$ cat src/rtl/pipeline_controller.sv
// pipeline_controller: hazard unit for a five-stage in-order pipeline.
//   - E-stage operand forwarding from M and W (only when FORWARDING_EN is defined)
//   - load-use stall, and an extended RAW stall when forwarding is absent
//   - data-memory wait handling with a timeout that latches a sticky error
//   - branch/jump flush and a saturating stalled-cycle counter
// Build option: define FORWARDING_EN to enable the M/W forwarding network.
//   When it is not defined, ForwardAE/ForwardBE are tied to 00. The load-use
//   stall then also covers any E or M producer, because nothing forwards them.
module pipeline_controller #(
  parameter int MEM_TIMEOUT = 15,  // max consecutive MEM_WAIT cycles without ack
  parameter int CNT_W       = 16   // width of the stalled-cycle counter
) (
  input  logic             CLK,
  input  logic             RST_N,
  // register indices per stage
  input  logic [4:0]       Rs1D,
  input  logic [4:0]       Rs2D,
  input  logic [4:0]       Rs1E,
  input  logic [4:0]       Rs2E,
  input  logic [4:0]       RdE,
  input  logic [4:0]       RdM,
  input  logic [4:0]       RdW,
  // write enables per stage; ResultSrcE marks a load sitting in E
  input  logic             RegWriteE,
  input  logic             RegWriteM,
  input  logic             RegWriteW,
  input  logic             ResultSrcE,
  // control flow and data-memory handshake
  input  logic             PCSrcE,
  input  logic             MemReqM,
  input  logic             MemAckM,
  // pipeline register hold / bubble controls
  output logic             StallF,
  output logic             StallD,
  output logic             StallE,
  output logic             StallM,
  output logic             FlushD,
  output logic             FlushE,
  output logic             FlushW,
  // E-stage operand selects: 00 register file, 01 W result, 10 M ALU result
  output logic [1:0]       ForwardAE,
  output logic [1:0]       ForwardBE,
  // status
  output logic             MemTimeoutErr,
  output logic [CNT_W-1:0] StallCount
);

  // Controller states
  localparam logic [1:0] ST_RUN      = 2'd0;
  localparam logic [1:0] ST_MEM_WAIT = 2'd1;
  localparam logic [1:0] ST_ERROR    = 2'd2;

  // The wait timer only has to hold values up to MEM_TIMEOUT
  localparam int             TMR_W       = (MEM_TIMEOUT > 1) ? $clog2(MEM_TIMEOUT + 1) : 1;
  localparam logic [TMR_W-1:0] TIMEOUT_VAL = TMR_W'(MEM_TIMEOUT);

  logic [1:0]       state_reg, state_next;
  logic [TMR_W-1:0] timer_reg, timer_next;
  logic [TMR_W-1:0] timer_inc;
  logic             err_reg, err_next;
  logic             branch_pending_reg, branch_pending_next;
  logic [CNT_W-1:0] count_reg, count_next;

  logic             in_error;
  logic             mem_stall;
  logic             branch_flush;
  logic             raw_hazard;
  logic             load_use_stall;
  logic             stall_front;   // StallF/StallD before the reset override
  logic             stall_back;    // StallE/StallM/FlushW before the reset override
  logic             flush_e_int;
  logic [1:0]       fwd_a;
  logic [1:0]       fwd_b;
  logic             unused_fwd_in;

  // ---------------------------------------------------------------------------
  // Hazard detection. Register x0 never causes a hazard. W-stage producers are
  // not checked: the register file writes first and reads second in a cycle.
  // ---------------------------------------------------------------------------
  logic load_hit;
  assign load_hit = ResultSrcE && (RdE != 5'd0) &&
                    ((RdE == Rs1D) || (RdE == Rs2D));

`ifdef FORWARDING_EN
  // Only a load in E is a hazard; every other producer reaches E by forwarding.
  always_comb begin
    raw_hazard = load_hit;
  end

  // Select operand sources. M has priority over W because it holds the younger value.
  always_comb begin
    fwd_a = 2'b00;
    fwd_b = 2'b00;
    if (RegWriteM && (RdM != 5'd0) && (RdM == Rs1E))
      fwd_a = 2'b10;
    else if (RegWriteW && (RdW != 5'd0) && (RdW == Rs1E))
      fwd_a = 2'b01;
    if (RegWriteM && (RdM != 5'd0) && (RdM == Rs2E))
      fwd_b = 2'b10;
    else if (RegWriteW && (RdW != 5'd0) && (RdW == Rs2E))
      fwd_b = 2'b01;
  end

  // The load hazard is detected through ResultSrcE, so RegWriteE is not read here.
  assign unused_fwd_in = RegWriteE;
`else
  // Without forwarding, any producer still in E or M must drain first.
  always_comb begin
    raw_hazard = load_hit;
    if (RegWriteE && (RdE != 5'd0) && ((RdE == Rs1D) || (RdE == Rs2D)))
      raw_hazard = 1'b1;
    if (RegWriteM && (RdM != 5'd0) && ((RdM == Rs1D) || (RdM == Rs2D)))
      raw_hazard = 1'b1;
  end

  // The operand selects always read the register file.
  always_comb begin
    fwd_a = 2'b00;
    fwd_b = 2'b00;
  end

  // The E-stage sources and the W producer only feed the forwarding network.
  assign unused_fwd_in = ^{Rs1E, Rs2E, RdW, RegWriteW};
`endif

  // ---------------------------------------------------------------------------
  // Stall / flush resolution. Priority: ERROR > mem stall > branch > load-use.
  // ---------------------------------------------------------------------------
  assign in_error  = (state_reg == ST_ERROR);
  assign mem_stall = !in_error && MemReqM && !MemAckM;

  // A branch seen during a memory stall is remembered. It flushes in the first
  // cycle after the stall releases, even if PCSrcE has dropped by then.
  assign branch_flush   = !in_error && !mem_stall && (PCSrcE || branch_pending_reg);
  assign load_use_stall = !in_error && !mem_stall && !branch_flush && raw_hazard;

  assign stall_back  = in_error || mem_stall;
  assign stall_front = stall_back || load_use_stall;
  assign flush_e_int = branch_flush || load_use_stall;

  // Drive outputs. While reset is held, the front end is flushed and nothing stalls.
  always_comb begin
    if (!RST_N) begin
      StallF    = 1'b0;
      StallD    = 1'b0;
      StallE    = 1'b0;
      StallM    = 1'b0;
      FlushD    = 1'b1;
      FlushE    = 1'b1;
      FlushW    = 1'b0;
      ForwardAE = 2'b00;
      ForwardBE = 2'b00;
    end else begin
      StallF    = stall_front;
      StallD    = stall_front;
      StallE    = stall_back;
      StallM    = stall_back;
      FlushD    = branch_flush;
      FlushE    = flush_e_int;
      FlushW    = stall_back;
      ForwardAE = fwd_a;
      ForwardBE = fwd_b;
    end
  end

  assign MemTimeoutErr = err_reg;
  assign StallCount    = count_reg;

  // ---------------------------------------------------------------------------
  // Memory-wait FSM. The timer counts MEM_WAIT cycles that have no ack. A
  // request withdrawn without an ack also returns to RUN. ERROR is left only
  // through reset.
  // ---------------------------------------------------------------------------
  assign timer_inc = timer_reg + 1'b1;

  // Compute the next state, timer and error flag
  always_comb begin
    state_next = state_reg;
    timer_next = timer_reg;
    err_next   = err_reg;
    case (state_reg)
      ST_RUN: begin
        timer_next = '0;
        if (mem_stall)
          state_next = ST_MEM_WAIT;
      end
      ST_MEM_WAIT: begin
        if (!mem_stall) begin
          state_next = ST_RUN;
          timer_next = '0;
        end else if (timer_inc == TIMEOUT_VAL) begin
          state_next = ST_ERROR;
          timer_next = timer_inc;
          err_next   = 1'b1;
        end else begin
          timer_next = timer_inc;
        end
      end
      ST_ERROR: begin
        state_next = ST_ERROR;
        err_next   = 1'b1;
      end
      default: begin
        state_next = ST_RUN;
        timer_next = '0;
      end
    endcase
  end

  // Hold a branch for as long as a memory stall hides it, and drop it once it has flushed
  always_comb begin
    branch_pending_next = 1'b0;
    if (mem_stall)
      branch_pending_next = branch_pending_reg || PCSrcE;
  end

  // Count cycles in which fetch is held, saturating at all ones
  always_comb begin
    count_next = count_reg;
    if (stall_front && !(&count_reg))
      count_next = count_reg + 1'b1;
  end

  // State registers with asynchronous active-low reset
  always_ff @(posedge CLK or negedge RST_N) begin
    if (!RST_N) begin
      state_reg          <= ST_RUN;
      timer_reg          <= '0;
      err_reg            <= 1'b0;
      branch_pending_reg <= 1'b0;
      count_reg          <= '0;
    end else begin
      state_reg          <= state_next;
      timer_reg          <= timer_next;
      err_reg            <= err_next;
      branch_pending_reg <= branch_pending_next;
      count_reg          <= count_next;
    end
  end

endmodule

$ cat config.mk
export PLATFORM = sky130hd
export DESIGN_NAME = pipeline_controller
export DESIGN_NICKNAME = d
export VERILOG_FILES = /design/src/rtl/pipeline_controller.sv
export SDC_FILE = /design/constraint.sdc
export NUM_CORES = 1
export LEC_CHECK = 0
export ABC_AREA = 1
export BUFFER_PORTS_ARGS = -buffer_cell sky130_fd_sc_hd__buf_2
export CAP_MARGIN = 20
export CORE_MARGIN = 4
export CORE_UTILIZATION = 44
export DETAILED_ROUTE_END_ITERATION = 7
export HOLD_SLACK_MARGIN = 0.05
export PLACE_DENSITY = 0.76
export REMOVE_ABC_BUFFERS = 1
export SYNTH_ARGS = -nofsm -noshare
export SYNTH_HDL_FRONTEND = slang
export SYNTH_SLANG_ARGS = --single-unit
$ cat constraint.sdc
create_clock -name CLK -period 1.9 [get_ports CLK]
set_input_delay 0.475 -clock CLK [delete_from_list [all_inputs] [get_ports CLK]]
set_output_delay 0.475 -clock CLK [all_outputs]
set_load 0.05 [all_outputs]
# Word level (Yosys, flattened, before mapping)
# Index checks and enable logic that the tools add are counted.
dict set report totals {
  wordCells 65
  ram_bits 0
  romBits 0
  latch_bits 0
  out_inout_bits 28
  regBits 24
  memories 0
  inputBits 44
}
dict set report classes {
  reduce_logical 31
  n_mul 0
  n_lt_le_gt_ge 0
  eq_ne 11
  n_bitwise 0
  div_mod_pow 0
  shifts 0
  muxes 16
  add_sub_neg 2
}
# op count
set op_table {}
lappend op_table {{$eq 5x5->1} 4}
lappend op_table {{$add 16x1->16 const B} 1}
lappend op_table {{$reduce_and 16->1} 1}
lappend op_table {{$logic_and 1x1->1} 13}
lappend op_table {{$reduce_bool 5->1} 2}
lappend op_table {{$mux 1} 9}
lappend op_table {{$pmux 4 s2} 1}
lappend op_table {{$logic_or 1x1->1} 6}
lappend op_table {{$mux 2} 3}
lappend op_table {{$ne 2x2->1 const B} 3}
lappend op_table {{$pmux 2 s3} 1}
lappend op_table {{$logic_not 1->1} 5}
lappend op_table {{$add 4x1->4 const B} 1}
lappend op_table {{$eq 4x4->1 const B} 1}
lappend op_table {{$mux 4} 1}
lappend op_table {{$ne 3x3->1 const B} 1}
lappend op_table {{$reduce_and 3->1} 1}
lappend op_table {{$eq 2x1->1 const B} 1}
lappend op_table {{$eq 2x2->1 const B} 1}
lappend op_table {{$logic_not 2->1} 1}
lappend op_table {{$pmux 1 s2} 1}
lappend op_table {{$reduce_and 2->1} 1}
lappend op_table {{$reduce_bool 2->1} 1}

# Longest topological paths before layout
dict set report depth {
  word_depth 12
  ltp_mapped 14
  ltp_nobuf 13
}

# Least setup slack after synthesis
# No wires, ideal clock.
dict set report synth_timing {
  path_type {register to output}
  startpoint {register state_reg[0]}
  endpoint {output StallF}
  path_stages_with_launch 7
  slack_ps -949
  required_ps 1425
  t_arrival_ps 2374
  path_buffers 1
  path_cell_list {dfrtp_1 -> inv_1 -> ha_1 -> nor3_1 -> nor2_1 -> a21oi_1 -> buf_4}
}
dict set report synth_via {
  elab_chain_cells 12
  elab_cells_between_ends 13
  classes_between {eq/ne (1); mux (1); reduce/logical (11)}
}
# item line_no
set synth_rtl {}
lappend synth_rtl {{start: declaration} 57} ;# logic [1:0] state_reg, state_next;
lappend synth_rtl {{start signal: assignment} 233} ;# state_reg <= state_next;
lappend synth_rtl {{$eq 2x2->1 *} 129} ;# assign in_error = (state_reg == ST_ERROR);
lappend synth_rtl {{$logic_not 1->1} {130, 134, 135}}
lappend synth_rtl {{$logic_and 1x1->1 (2 in a row)} 130} ;# assign mem_stall = !in_error && MemReqM && !MemAckM;
lappend synth_rtl {{$logic_not 1->1} n/a}
lappend synth_rtl {{$logic_and 1x1->1} {134, 135}}
lappend synth_rtl {{$logic_and 1x1->1} 134} ;# assign branch_flush = !in_error && !mem_stall && (PCSrcE || branch_pending_reg);
lappend synth_rtl {{$logic_not 1->1} 135} ;# assign load_use_stall = !in_error && !mem_stall && !branch_flush && raw_hazard;
lappend synth_rtl {{$logic_and 1x1->1 (2 in a row)} 135}
lappend synth_rtl {{$logic_or 1x1->1 *} 138} ;# assign stall_front = stall_back || load_use_stall;
lappend synth_rtl {{$mux 1 *} n/a}
lappend synth_rtl {{end: declaration} 33} ;# output logic StallF,
# Mark *: on every way between the ends. The rest lies on a longest branch, timed or not.

# Worst setup path after layout
dict set report layout_timing {
  startpoint {register state_reg[1]}
  endpoint {output StallD}
}
dict set report layout_via {
  elab_chain_cells 12
  elab_cells_between_ends 13
  classes_between {eq/ne (1); mux (1); reduce/logical (11)}
}
# item line_no
set layout_rtl {}
lappend layout_rtl {{$eq 2x2->1 *} 129}
lappend layout_rtl {{$logic_not 1->1} {130, 134, 135}}
lappend layout_rtl {{$logic_and 1x1->1 (2 in a row)} 130}
lappend layout_rtl {{$logic_not 1->1} n/a}
lappend layout_rtl {{$logic_and 1x1->1} {134, 135}}
lappend layout_rtl {{$logic_and 1x1->1} 134}
lappend layout_rtl {{$logic_not 1->1} 135}
lappend layout_rtl {{$logic_and 1x1->1 (2 in a row)} 135}
lappend layout_rtl {{$logic_or 1x1->1 *} 138}
lappend layout_rtl {{$mux 1 *} 143} ;# if (!RST_N) begin
lappend layout_rtl {{end: declaration} 34} ;# output logic StallD,
# Marked as above.

==> results.txt <==
* Number of buffers on the longest clock path: 2
- Leakage dissipation: 1.512 nW
* XOR/XNOR share of the synthesized area: 9.853%
- Routability-driven placement finished with a final weighted congestion of 0.8216.
- Measured along the y axis, the die boundary spans 73.14 µm.
- For this run, the post-layout net count is 407.
- Wire segments on met3 add up to 252 µm in the final route.
- After Yosys synthesis, full adders, half adders and majority gates account for 4.021% of the synthesized area.
* Clock latency at the later pin of the worst-skew pair: 0.27 ns
- Unrepaired setup endpoints after global routing: yes
- First-pass iteration count of the detailed router: 4
- The area growth from synthesis to layout is 40.48%.
- The worst-case IR drop observed on VDD is 0.0004728 V.
- Setup violations remaining at the end of the flow were counted as 7.
- Kind of launch point of the worst setup path: register
- Die width: 73.14 µm
* Clk sinks: 24
* Required time worst endpoint: 1.42 ns
- For this block, the initial DRC count from the detailed router was 106.
* Max-cap viol count: 0
- By area, the combinational part of the netlist is dominated by simple AND/OR/NAND/NOR gates.
* Die ar.: 0.005349 mm²
- The post-route netlist has 31.46% of its cells at a drive strength greater than 1.
- The total area inside the core boundary comes to 0.004058 mm².
- The total overflow left after global routing is 0.
- The design draws 1.784 mW.
* Post-Route Skew: 0.004101 ns
- Largest register FFs: 16
* Routed length per placed instance: ~12 µm
- The detailed router used layers up to and including met4.
* Number of top-level pins: 72
- The number of global-route vias before repair came to 1823.
- Flip-flop and latch count after synthesis: 24
- The max-slew violation total from the final report was 0.
- Final clock period utilization by the worst path: 110.0%
- Critical Setup Path Class: register to output pin
* Final WL: 5.017 mm
- Entering global routing, the biggest net connects 24 pins.
* Antenna violations before repair: 0
* Worst setup timing slack at the placement stage: -0.2557 ns
- Detailed-route vias per instance: just under 5
- Clock Tree Root: clkbuf_8
* Number of CTS-inserted buffers: 3
- For the finished layout, the period the worst path requires is roughly 2.1 ns.
* Result of the run: finished, violations left
* Reg area: 600.6 µm²
- Placed instance count: around 400
- Summing the areas of all compound-gate instances in the mapped netlist gives 4.088% of the synthesized area.
* Startpoint of the worst-slack reg-to-reg timing path: state_reg[1]
* Count of mapped cells out of synthesis: 275
* Type of element capturing the critical path: output pin
* Post-synthesis cell type count: 29
- In this run the number of H-tree levels came out at 1.
- N_diodes: 0
- After clock tree synthesis, the clock-pin slew on the worst setup and hold paths is 0.09 ns.
- The Yosys step of the flow raised 0 warnings.
- Tightest Hold Check Type: input pin to async pin
- Worst reg-to-reg setup slack: 0.16 ns
* Total global routing track utilization: 19.08%
* Non-filler instance count after layout: 406
- Multiplexer share of the synthesized area: 0%
* Least setup slack across all paths after layout: -0.1899 ns
- For this run, design rule violations remaining after detail routing come to 0.
- Failing checks: negative setup slack
* Met2 routed wirelength: about 2.6 mm
* Maximum fanout count along the critical path: 6
* Count of port buffers added during placement: 51
* CP startpoint: state_reg[1]
- Once the floorplan was initialized, standard cells occupied between 40% and 50% of the core.
- Sequential fraction of the synthesis area: 32.17%
- Post-route antenna net violation count: 0
* Average instance area after synthesis: 6.788 µm²
* DP Wirelength: between 3 and 4 mm
- TritonCTS clock tree: yes
* Total area of multi-input combinational cells: 0.001169 mm²
* Total number of vias: ~2000
- Cell Pwr Density: 680.4 mW/mm²
- Fill cells in the final layout number between 300 and 400.
* Critical path data arrival time: 1.61 ns
- Top achievable clock speed: 0.4785 GHz
- The first global-routing pass estimated around 8.2 mm of wire.
- The mapped netlist covers approximately 0.0019 mm².
- Post-synthesis share of cell area spent on and, or, nand and nor gates: 38.27%
* Std-Cell Rows: 23
- Wire length on met1: 2.099 mm
* Final Hold Violating Endpoints: 0
[cell families after synthesis]
logic type,after synthesis
compound gates,13
buf+inv,46
xor+xnor,21
fa+ha+maj,6
flops,24
other cells,1
simple gates,164
[per-layer routing]
layer,track usage [%],vias to the layer above
met5,0,-
met1,25.49,925
met2,32.97,52
met4,4.508,0
met3,1.928,6
li1,-,1010
[final timing paths]
check                                      to  depth (start not counted)
hold reg to reg                 MemTimeoutErr                          1
hold / removal                  StallCount[9]                          2
setup reg to reg               StallCount[14]                         10
max in group asynchronous  branch_pending_reg                          2
setup / recovery                       StallD                          6
min in group CLK                MemTimeoutErr                          1
[through the flow]
stage	utilization [%]	hold slack, ns	setup TNS (ns)	instance area, µm²
after floorplan	-	0.1794	-11.22	1797
after global placement	57.72	0.2872	-0.7856	2342
after detailed placement	57.72	0.2873	-0.7848	2342
after CTS	62.41	0.2630	-1.046	2532
after global routing	64.63	0.2833	-1.762	2623
final	64.63	0.2587	-1.172	2623
[cells in the final DEF, fill, tap and decap left out, types with 2 or more instances in the layout]
| master | Yosys | final |
|---|---|---|
| o21ai_0 | 5 | 4 |
| buf_2 | 2 | 43 |
| buf_4 | 8 | 28 |
| nand2_2 | 1 | 4 |
| nand3_1 | 30 | 30 |
| nand2_1 | 95 | 92 |
| ha_1 | 6 | 5 |
| o21ai_1 | 1 | 2 |
| clkbuf_8 | 0 | 4 |
| inv_1 | 30 | 28 |
| xnor2_1 | 10 | 10 |
| buf_8 | 0 | 2 |
| nor2_1 | 25 | 22 |
| nor4_1 | 2 | 2 |
| a21oi_1 | 3 | 2 |
| buf_12 | 0 | 3 |
| nor2_4 | 0 | 2 |
| dfrtp_1 | 24 | 24 |
| buf_6 | 1 | 7 |
| xor2_1 | 11 | 11 |
| nor2_2 | 1 | 2 |
| nand4_1 | 3 | 3 |
| conb_1 | 1 | 4 |
| nor3_4 | 0 | 3 |
| inv_2 | 5 | 7 |
[area by class of cell]
class	count	area share, %
Multi-Input combinational cell	209	44.56
Inverter	35	5.010
Sequential cell	24	22.90
Clock buffer	4	2.099
Timing Repair Buffer	84	23.04
Tap cell	50	2.385
[power by group]
group          switching (mW)  internal (mW)  total (mW)
clock network           0.163          0.185       0.348
logic                   0.514          0.294       0.808
registers              0.0543          0.574       0.629
total                   0.731           1.05        1.78
[cells in the mapped netlist]
library cell | n | area [µm²]
nor3_1 | 2 | 10.01
o31ai_1 | 1 | 7.510
nand3b_1 | 1 | 7.510
nor4_1 | 2 | 12.51
xnor2_1 | 10 | 87.58
nor3_2 | 2 | 20.02
a21o_1 | 1 | 7.510
buf_2 | 2 | 10.01
nor2_2 | 1 | 6.260
nand2_4 | 1 | 11.26
nor2_1 | 25 | 93.84
nand4_4 | 1 | 21.27
inv_1 | 30 | 112.6
inv_2 | 5 | 18.77
a32o_1 | 1 | 10.01
o21ai_0 | 5 | 25.02
o22ai_1 | 1 | 6.260
nand4_1 | 3 | 18.77
ha_1 | 6 | 75.07
dfrtp_1 | 24 | 600.6
nand3_1 | 30 | 150.1
a21oi_1 | 3 | 15.01
conb_1 | 1 | 3.750
nand2_1 | 95 | 356.6
nand2_2 | 1 | 6.260
xor2_1 | 11 | 96.34
buf_4 | 8 | 60.06
o21ai_1 | 1 | 5.000
buf_6 | 1 | 11.26
[critical path: stages (launching register included)]
cell	delay, ns
dfrtp_1	0.41
ha_4	0.18
buf_6	0.13
nor3_4	0.18
nand2_2	0.11
a21oi_4	0.16
buf_6	0.18
[timing repair]
action                                 in CTS  in global routing
gates cloned                                0                  1
endpoints found under the hold margin       1                  0
pin swaps                                   5                 12
resized for setup                          31                 10
hold buffers                                1                  0
buffers inserted                            2                  3
setup endpoints to repair                   7                 23
No activity file was read; power rests on OpenSTA's default activity.
